--- src/rtl/gardner_pkg.sv ---
// Shared types and constants for the Gardner symbol-timing loop.
// Holds the loop state enum, integrator/accumulator widths and slip threshold.
package gardner_pkg;

    typedef enum logic [1:0] {
        IDLE,
        ACQUIRE,
        TRACK
    } state_t;

    localparam int INTEG_W = 24;
    localparam int ACC_W   = 25;
    localparam int SLIP_TH = 32768;

    localparam logic signed [ACC_W-1:0] INTEG_MAX =
        ACC_W'((1 <<< (INTEG_W - 1)) - 1);
    localparam logic signed [ACC_W-1:0] INTEG_MIN = -INTEG_MAX;
    localparam logic signed [ACC_W-1:0] SLIP_POS  = ACC_W'(SLIP_TH);
    localparam logic signed [ACC_W-1:0] SLIP_NEG  = -SLIP_POS;

endpackage

--- src/rtl/gardner_timing_ctrl_if.sv ---
// Handshake bundle between the timing loop and its neighbours.
// master drives control and error; slave returns strobe, lock and slip status.
interface gardner_timing_ctrl_if #(
    parameter int WIDTH = 16
);

    logic                    enable;
    logic                    is_bpsk;
    logic signed [WIDTH-1:0] error_n;
    logic                    sym_strobe;
    logic                    locked;
    logic                    slip_adv;
    logic                    slip_ret;
    logic [15:0]             slip_adv_cnt;
    logic [15:0]             slip_ret_cnt;

    modport master (
        output enable, is_bpsk, error_n,
        input  sym_strobe, locked, slip_adv, slip_ret,
        input  slip_adv_cnt, slip_ret_cnt
    );

    modport slave (
        input  enable, is_bpsk, error_n,
        output sym_strobe, locked, slip_adv, slip_ret,
        output slip_adv_cnt, slip_ret_cnt
    );

endinterface

--- src/rtl/gardner_loop_filter.sv ---
// PI loop filter: saturating 24-bit integrator plus proportional path.
// ctrl is combinational from err and the integrator value after this update.
module gardner_loop_filter
    import gardner_pkg::*;
#(
    parameter int WIDTH    = 16,
    parameter int KP_SHIFT = 4,
    parameter int KI_SHIFT = 10
) (
    input  logic                    clk,
    input  logic                    rst_n,
    input  logic                    clear,
    input  logic                    update,
    input  logic                    track,
    input  logic signed [WIDTH-1:0] err,
    output logic signed [ACC_W-1:0] ctrl
);

    logic signed [INTEG_W-1:0] integ;
    logic signed [INTEG_W-1:0] integ_nxt;
    logic signed [WIDTH-1:0]   err_i;
    logic signed [WIDTH-1:0]   err_p;
    logic signed [ACC_W-1:0]   isum;

    // Gain select, integrator saturation and proportional sum
    always_comb begin
        err_i = track ? (err >>> (KI_SHIFT + 4)) : (err >>> KI_SHIFT);
        err_p = track ? (err >>> (KP_SHIFT + 2)) : (err >>> KP_SHIFT);
        isum  = {integ[INTEG_W-1], integ}
              + {{(ACC_W-WIDTH){err_i[WIDTH-1]}}, err_i};
        if (isum > INTEG_MAX)
            integ_nxt = INTEG_MAX[INTEG_W-1:0];
        else if (isum < INTEG_MIN)
            integ_nxt = INTEG_MIN[INTEG_W-1:0];
        else
            integ_nxt = isum[INTEG_W-1:0];
        ctrl = {integ_nxt[INTEG_W-1], integ_nxt}
             + {{(ACC_W-WIDTH){err_p[WIDTH-1]}}, err_p};
    end

    // Integrator register, cleared on restart
    always_ff @(posedge clk or negedge rst_n) begin
        if (!rst_n)
            integ <= '0;
        else if (clear)
            integ <= '0;
        else if (update)
            integ <= integ_nxt;
    end

endmodule

--- src/rtl/gardner_timing_ctrl.sv ---
// Gardner symbol-timing controller: phase counter, lock FSM, slip logic.
// GARDNER_TIMING_CTRL_STATS_EN builds saturating slip counters.
module gardner_timing_ctrl
    import gardner_pkg::*;
#(
    parameter int WIDTH        = 16,
    parameter int SPS          = 32,
    parameter int ERR_LAT      = 2,
    parameter int KP_SHIFT     = 4,
    parameter int KI_SHIFT     = 10,
    parameter int LOCK_THRESH  = 512,
    parameter int LOCK_COUNT   = 64,
    parameter int UNLOCK_COUNT = 8
) (
    input  logic clk_32M768,
    input  logic rst_n,
    gardner_timing_ctrl_if.slave bus
);

    localparam int CNT_W   = $clog2(SPS);
    localparam int RUN_MAX = (LOCK_COUNT > UNLOCK_COUNT) ? LOCK_COUNT : UNLOCK_COUNT;
    localparam int RUN_W   = $clog2(RUN_MAX + 1);

    localparam logic [CNT_W-1:0] CNT_LAST  = CNT_W'(SPS - 1);
    localparam logic [CNT_W-1:0] CNT_SKIP  = CNT_W'(2);
    localparam logic [RUN_W-1:0] GOOD_LAST = RUN_W'(LOCK_COUNT - 1);
    localparam logic [RUN_W-1:0] GOOD_MAX  = RUN_W'(LOCK_COUNT);
    localparam logic [RUN_W-1:0] BAD_LAST  = RUN_W'(UNLOCK_COUNT - 1);
    localparam logic [RUN_W-1:0] BAD_MAX   = RUN_W'(UNLOCK_COUNT);
    localparam logic [WIDTH:0]   TH_GOOD   = (WIDTH + 1)'(LOCK_THRESH);
    localparam logic [WIDTH:0]   TH_BAD    = (WIDTH + 1)'(2 * LOCK_THRESH);

    state_t                  state;
    logic [CNT_W-1:0]        cnt;
    logic [CNT_W-1:0]        cnt_nxt;
    logic [ERR_LAT-1:0]      sd;
    logic                    run, wrap, chg, upd, dec;
    logic                    bpsk_q;
    logic                    adv_skip, ret_hold;
    logic                    pend_adv, pend_ret;
    logic                    strobe_q, locked_q;
    logic                    slip_adv_q, slip_ret_q;
    logic [RUN_W-1:0]        good_cnt, bad_cnt;
    logic signed [ACC_W-1:0] acc;
    logic signed [ACC_W-1:0] ctrl;
    logic signed [WIDTH:0]   err_x;
    logic [WIDTH:0]          mag;
    logic                    good, bad;

    assign run  = bus.enable && (state != IDLE);
    assign wrap = run && (cnt == CNT_LAST);
    assign chg  = bus.is_bpsk != bpsk_q;
    assign upd  = run && sd[ERR_LAT-1];

    // Classify the error sample by magnitude for lock tracking
    always_comb begin
        err_x = {bus.error_n[WIDTH-1], bus.error_n};
        mag   = err_x[WIDTH] ? -err_x : err_x;
        good  = mag < TH_GOOD;
        bad   = mag >= TH_BAD;
    end

    // Next phase: skip 1 on advance, repeat 0 on retard
    always_comb begin
        cnt_nxt = '0;
        if (!run)
            cnt_nxt = '0;
        else if (cnt == '0 && adv_skip)
            cnt_nxt = CNT_SKIP;
        else if (cnt == '0 && ret_hold)
            cnt_nxt = '0;
        else if (cnt == CNT_LAST)
            cnt_nxt = '0;
        else
            cnt_nxt = cnt + 1'b1;
    end

    gardner_loop_filter #(
        .WIDTH   (WIDTH),
        .KP_SHIFT(KP_SHIFT),
        .KI_SHIFT(KI_SHIFT)
    ) u_filt (
        .clk   (clk_32M768),
        .rst_n (rst_n),
        .clear (!bus.enable || chg),
        .update(upd),
        .track (state == TRACK),
        .err   (bus.error_n),
        .ctrl  (ctrl)
    );

    // Phase counter, lock FSM, accumulator and slip scheduling
    always_ff @(posedge clk_32M768 or negedge rst_n) begin
        if (!rst_n) begin
            state      <= IDLE;
            cnt        <= '0;
            sd         <= '0;
            dec        <= 1'b0;
            bpsk_q     <= 1'b0;
            adv_skip   <= 1'b0;
            ret_hold   <= 1'b0;
            pend_adv   <= 1'b0;
            pend_ret   <= 1'b0;
            strobe_q   <= 1'b0;
            locked_q   <= 1'b0;
            slip_adv_q <= 1'b0;
            slip_ret_q <= 1'b0;
            good_cnt   <= '0;
            bad_cnt    <= '0;
            acc        <= '0;
        end else begin
            bpsk_q     <= bus.is_bpsk;
            cnt        <= cnt_nxt;
            strobe_q   <= run && (cnt_nxt == CNT_LAST);
            dec        <= upd;
            slip_adv_q <= 1'b0;
            slip_ret_q <= 1'b0;
            for (int i = ERR_LAT - 1; i > 0; i--)
                sd[i] <= sd[i-1];
            sd[0] <= strobe_q;
            if (run && cnt == '0) begin
                adv_skip <= 1'b0;
                ret_hold <= 1'b0;
            end
            if (!bus.enable) begin
                state    <= IDLE;
                locked_q <= 1'b0;
                acc      <= '0;
                good_cnt <= '0;
                bad_cnt  <= '0;
                pend_adv <= 1'b0;
                pend_ret <= 1'b0;
                adv_skip <= 1'b0;
                ret_hold <= 1'b0;
                sd       <= '0;
                dec      <= 1'b0;
            end else if (chg) begin
                acc      <= '0;
                pend_adv <= 1'b0;
                pend_ret <= 1'b0;
                good_cnt <= '0;
                bad_cnt  <= '0;
                locked_q <= 1'b0;
                if (state != IDLE)
                    state <= ACQUIRE;
            end else begin
                if (state == IDLE)
                    state <= ACQUIRE;
                if (upd) begin
                    acc <= acc + ctrl;
                    if (good) begin
                        bad_cnt <= '0;
                        if (state == ACQUIRE && good_cnt == GOOD_LAST) begin
                            state    <= TRACK;
                            locked_q <= 1'b1;
                            good_cnt <= '0;
                        end else if (good_cnt != GOOD_MAX) begin
                            good_cnt <= good_cnt + 1'b1;
                        end
                    end else if (bad) begin
                        good_cnt <= '0;
                        if (state == TRACK && bad_cnt == BAD_LAST) begin
                            state    <= ACQUIRE;
                            locked_q <= 1'b0;
                            bad_cnt  <= '0;
                        end else if (bad_cnt != BAD_MAX) begin
                            bad_cnt <= bad_cnt + 1'b1;
                        end
                    end else begin
                        good_cnt <= '0;
                        bad_cnt  <= '0;
                    end
                end
                if (dec && !pend_adv && !pend_ret) begin
                    if (acc >= SLIP_POS) begin
                        pend_adv <= 1'b1;
                        acc      <= acc - SLIP_POS;
                    end else if (acc <= SLIP_NEG) begin
                        pend_ret <= 1'b1;
                        acc      <= acc + SLIP_POS;
                    end
                end
                if (wrap && pend_adv) begin
                    pend_adv   <= 1'b0;
                    adv_skip   <= 1'b1;
                    slip_adv_q <= 1'b1;
                end else if (wrap && pend_ret) begin
                    pend_ret   <= 1'b0;
                    ret_hold   <= 1'b1;
                    slip_ret_q <= 1'b1;
                end
            end
        end
    end

    assign bus.sym_strobe = strobe_q;
    assign bus.locked     = locked_q;
    assign bus.slip_adv   = slip_adv_q;
    assign bus.slip_ret   = slip_ret_q;

`ifdef GARDNER_TIMING_CTRL_STATS_EN
    logic [15:0] adv_cnt;
    logic [15:0] ret_cnt;

    // Saturating slip tallies, cleared only by reset
    always_ff @(posedge clk_32M768 or negedge rst_n) begin
        if (!rst_n) begin
            adv_cnt <= '0;
            ret_cnt <= '0;
        end else begin
            if (slip_adv_q && adv_cnt != 16'hFFFF)
                adv_cnt <= adv_cnt + 1'b1;
            if (slip_ret_q && ret_cnt != 16'hFFFF)
                ret_cnt <= ret_cnt + 1'b1;
        end
    end

    assign bus.slip_adv_cnt = adv_cnt;
    assign bus.slip_ret_cnt = ret_cnt;
`else
    assign bus.slip_adv_cnt = '0;
    assign bus.slip_ret_cnt = '0;
`endif

endmodule

--- src/flat_wrapper.sv ---
// flat-port wrapper written by rule: the top's interface ports become plain ports
module gardner_timing_ctrl_flat import gardner_pkg::*;
#(
    parameter int WIDTH        = 16,
    parameter int SPS          = 32,
    parameter int ERR_LAT      = 2,
    parameter int KP_SHIFT     = 4,
    parameter int KI_SHIFT     = 10,
    parameter int LOCK_THRESH  = 512,
    parameter int LOCK_COUNT   = 64,
    parameter int UNLOCK_COUNT = 8
)
  (clk_32M768, rst_n, bus_enable, bus_is_bpsk, bus_error_n, bus_sym_strobe, bus_locked, bus_slip_adv, bus_slip_ret, bus_slip_adv_cnt, bus_slip_ret_cnt);
  gardner_timing_ctrl_if #(.WIDTH(WIDTH)) bus_i ();
  input  logic clk_32M768;
  input  logic rst_n;
  input wire logic [$bits(bus_i.enable)-1:0] bus_enable;
  input wire logic [$bits(bus_i.is_bpsk)-1:0] bus_is_bpsk;
  input wire logic [$bits(bus_i.error_n)-1:0] bus_error_n;
  output wire logic [$bits(bus_i.sym_strobe)-1:0] bus_sym_strobe;
  output wire logic [$bits(bus_i.locked)-1:0] bus_locked;
  output wire logic [$bits(bus_i.slip_adv)-1:0] bus_slip_adv;
  output wire logic [$bits(bus_i.slip_ret)-1:0] bus_slip_ret;
  output wire logic [$bits(bus_i.slip_adv_cnt)-1:0] bus_slip_adv_cnt;
  output wire logic [$bits(bus_i.slip_ret_cnt)-1:0] bus_slip_ret_cnt;
  assign bus_i.enable = bus_enable;
  assign bus_i.is_bpsk = bus_is_bpsk;
  assign bus_i.error_n = bus_error_n;
  assign bus_sym_strobe = bus_i.sym_strobe;
  assign bus_locked = bus_i.locked;
  assign bus_slip_adv = bus_i.slip_adv;
  assign bus_slip_ret = bus_i.slip_ret;
  assign bus_slip_adv_cnt = bus_i.slip_adv_cnt;
  assign bus_slip_ret_cnt = bus_i.slip_ret_cnt;
  gardner_timing_ctrl #(.WIDTH(WIDTH), .SPS(SPS), .ERR_LAT(ERR_LAT), .KP_SHIFT(KP_SHIFT), .KI_SHIFT(KI_SHIFT), .LOCK_THRESH(LOCK_THRESH), .LOCK_COUNT(LOCK_COUNT), .UNLOCK_COUNT(UNLOCK_COUNT)) u_core (.clk_32M768(clk_32M768), .rst_n(rst_n), .bus(bus_i));
endmodule
--- config.mk ---
export PLATFORM = sky130hd
export DESIGN_NAME = gardner_timing_ctrl_flat
export DESIGN_NICKNAME = d
export VERILOG_FILES = /design/src/rtl/gardner_pkg.sv /design/src/rtl/gardner_timing_ctrl_if.sv /design/src/rtl/gardner_loop_filter.sv /design/src/rtl/gardner_timing_ctrl.sv /design/src/flat_wrapper.sv
export SDC_FILE = /design/constraint.sdc
export NUM_CORES = 1
export LEC_CHECK = 0
export ABC_AREA = 1
export CORE_ASPECT_RATIO = 2
export CORE_MARGIN = 4
export CORE_UTILIZATION = 60
export CTS_BUF_LIST = sky130_fd_sc_hd__clkbuf_4 sky130_fd_sc_hd__clkbuf_8
export DETAILED_ROUTE_END_ITERATION = 8
export PLACE_DENSITY = 0.82
export REMOVE_ABC_BUFFERS = 1
export SLEW_MARGIN = 10
export SYNTH_ARGS = -nofsm -noshare
export SYNTH_HDL_FRONTEND = slang
export SYNTH_SLANG_ARGS = --single-unit
--- constraint.sdc ---
create_clock -name clk_32M768 -period 7.7 [get_ports clk_32M768]
set_clock_uncertainty 0.15 [all_clocks]
set_input_delay 0.77 -clock clk_32M768 [delete_from_list [all_inputs] [get_ports clk_32M768]]
set_output_delay 0.77 -clock clk_32M768 [all_outputs]
set_load 0.1 [all_outputs]
==> results_dict.tcl <==
set metrics [dict create \
    grt_max_degree 48 \
    yosys-top-cells-count "sky130_fd_sc_hd__nand2_1, sky130_fd_sc_hd__inv_1, sky130_fd_sc_hd__nor2_1" \
    die_width_um 93.9 \
    power.internal_uw 698 \
    regArea_sq_mm 0.00205 \
    synth-seq-cells 82 \
    drt_iter0_markers 388 \
    cts_setup_buffers 0 \
    hold_class "in2async" \
    post_cts.resized_instances 0 \
    grt_overflow_total 0 \
    globalRouteMet2Util_pct 56.0 \
    hold_buffers 0 \
    cap_viol_max_count 0 \
    leading_cell_types_by_total_area_after_synthesis "sky130_fd_sc_hd__dfrtp_1, sky130_fd_sc_hd__nand2_1, sky130_fd_sc_hd__inv_1" \
    crit_path_start_kind "flop" \
    r2r_start "u_core.state[1]" \
    slew_viol_final 0 \
    placement.io_buffers 23 \
    final.setup.worst_slack_ps 556 \
    clock_path_buffers 2 \
    grt_setup_unrepaired "false" \
    synth_cells 1374 \
    timing.critical_path.slowest_cell_delay_ps 470 \
    syn2layout_area_growth_pct 5.51 \
    grt_overall_usage_pct 29.8 \
    clkSinkCount 82 \
    multiInputGateArea_sq_mm 0.00566 \
    setup-tns-final_ps 0 \
    global_route.usage.met3_pct 3.85 \
    route.detailed.vias_per_inst 5.51 \
    synthesis.area_per_instance_sq_um 6.45 \
    post-route-min-period_ps 7140 \
    cpMostUsedCell "sky130_fd_sc_hd__nand2_1" \
    antenna_cells_inserted 0 \
    drc_errors 0 \
    synth_largest_area_cell "sky130_fd_sc_hd__dfrtp_1" \
    ant_nets 0 \
    grt_antenna_before_repair 0 \
    die-height_um 180 \
    crit-reg2reg-capture "u_core.acc[19]" \
    ys_seq_area_share_pct 23.2 \
    dp_hpwl_um 20100 \
    cellLeakagePower_nw 5.29 \
    timing.critical_path.required_ps 7870 \
    global_route_wire_length_before_repair_um 40200 \
    status "completed" \
    io_pins 56 \
    power.share.sequential_pct 37.1 \
    floorplan_core_area_sq_mm 0.0144 \
    worstMarginPinSlew_ps 1140 \
    die_area_sq_mm 0.0169 \
    finalSetupViolations 0 \
    yosys.cell_types.count 50 \
    grtUsageMet1_pct 29.0 \
    clkTransAtPathRegs_ps 90 \
    synth_edf_count 0 \
    yosysWarnings 0 \
    cell_with_the_most_instances_after_synthesis "sky130_fd_sc_hd__nand2_1" \
    vdd_ir_drop_max_v 0.000148 \
    clkLatencyLatePin_ps 380 \
    timing.fmax_mhz 140 \
    r2r_slack_ps 560 \
    cts_buffers 9 \
    busiest_layer_in_global_routing "met2" \
    post-synth-top-area-fraction_pct 23.2 \
    netSwitchingFraction_pct 40.4 \
    first_global_vias 8620 \
    clock_tree_root "sky130_fd_sc_hd__clkbuf_8" \
    detailedPlace.worstSlack_ps 710 \
    worst_path_max_delay_cell "sky130_fd_sc_hd__fa_1" \
    num-fill-cells 1434 \
    htree_num_levels 3 \
    ratio_of_cells_with_drive_above_1_in_the_final_layout_pct 4.58 \
    async_reset_ff_share_pct 100 \
    place.gp.congestion 1.02 \
    postSynth.topFlopCell "sky130_fd_sc_hd__dfrtp_1" \
    final_net_count 1497 \
    detail_route.first_pass.iterations 8 \
    combPwrFrac_pct 34.0 \
    initial_core_util_pct 61.4 \
    tritoncts_clock_tree "built" \
    worstSetupPathType "reg2reg" \
    floorplan.rows 62 \
    drt_wl_total_um 24500 \
    power.density_mw_per_mm2 125 \
    final_clock_period_utilization_by_the_worst_path_pct 92.8 \
    crit_path_max_fanout 23 \
    timing.max_slew.rel_slack_pct 23.7 \
    cp.arrival_ps 7320 \
    netSwitchingPower_uw 474 \
    finalHoldViolations 0 \
    vias 8756 \
    syn_area_sq_mm 0.00886 \
    clockPowerShare_pct 28.9 \
    worst_setup_path_end_kind "flop" \
    wl_per_cell_um 15.4 \
    reg2regPathDepth 38 \
]
==> logic make-up after synthesis <==
kind of cell,Yosys count,share of synthesized area [%]
AO/OA/AOI/OAI,197,12.6
multiplexers,1,0.113
adder cells (fa/ha/maj),85,14.2
AND/OR/NAND/NOR,674,32.0
XOR/XNOR,37,3.66
buffers and inverters,297,14.3
flip-flops,82,23.2
other,1,0.0423
==> how the worst max path moves through the flow <==
stage                     depth (start not counted)  slack (ps)            start              to
final                                            38         560  u_core.state[1]  u_core.acc[19]
after global routing                             37          30  u_core.state[1]  u_core.acc[19]
after CTS                                        34         750  u_core.state[1]  u_core.acc[19]
after detailed placement                         33         710  bus_error_n[10]  u_core.acc[19]
after global placement                           33         790  bus_error_n[10]  u_core.acc[19]
after floorplan                                  31        1740  bus_error_n[15]  u_core.acc[23]
==> layout make-up <==
cell class	instances	share of cell area, %
clock buffers	9	1.32
clock inverters	7	0.897
inverters	244	9.80
multi-input cells	1026	60.6
flip-flops and latches	82	21.9
well taps	192	2.57
repair buffers	29	2.92
==> stage by stage <==
step	instances	utilization (%)	hold slack [ps]	cell area, sq um	power (mW)
6_report	1589	64.8	185	9350	1.17
5_1_grt	1589	64.8	223	9350	1.24
3_5_place_dp	1573	63.4	279	9140	0.835
4_1_cts	1589	64.8	198	9350	1.17
2_1_floorplan	1352	-	262	8630	0.739
3_3_place_gp	1573	63.4	267	9140	0.831
==> power groups by stage <==
stage	Sequential [mW]	Combinational [mW]	Clock (mW)
2_1_floorplan	0.444	0.296	0
3_3_place_gp	0.444	0.388	0
3_5_place_dp	0.444	0.391	0
4_1_cts	0.435	0.393	0.342
5_1_grt	0.436	0.440	0.363
6_report	0.435	0.399	0.338
==> sequential cells by signal, summed over array words and instances (netlist names) <==
name / cells
u_core.state: 2
u_core.ret_hold: 1
u_core.bus.slip_adv: 1
u_core.u_filt.integ: 24
u_core.pend_adv: 1
u_core.acc: 25
u_core.bad_cnt: 7
u_core.pend_ret: 1
u_core.bpsk_q: 1
u_core.sd: 2
u_core.good_cnt: 7
u_core.bus.locked: 1
u_core.cnt: 5
u_core.bus.sym_strobe: 1
u_core.dec: 1
u_core.bus.slip_ret: 1
u_core.adv_skip: 1
==> layer usage <==
metal	vias to the layer above	routed length, um
li1	4339	-
met5	-	0
met4	0	1820
met2	252	13500
met3	111	783
met1	4054	8410
==> placed cells by master (no fill, tap or decap), types with 26 or more instances in the layout <==
cell,n
sky130_fd_sc_hd__a21oi_1,68
sky130_fd_sc_hd__conb_1,32
sky130_fd_sc_hd__dfrtp_1,82
sky130_fd_sc_hd__fa_1,26
sky130_fd_sc_hd__ha_1,59
sky130_fd_sc_hd__inv_1,234
sky130_fd_sc_hd__nand2_1,419
sky130_fd_sc_hd__nand3_1,78
sky130_fd_sc_hd__nor2_1,91
sky130_fd_sc_hd__o21ai_0,71
==> critical path, delay by kind of cell (launching register included) <==
family          cells  cell delay (ps)
xor+xnor            1              170
compound gates      4              480
fa+ha+maj           4             1510
buf+inv             9             1130
flops               1              380
simple gates       20             3240
Power figures use the tool's default switching activity.
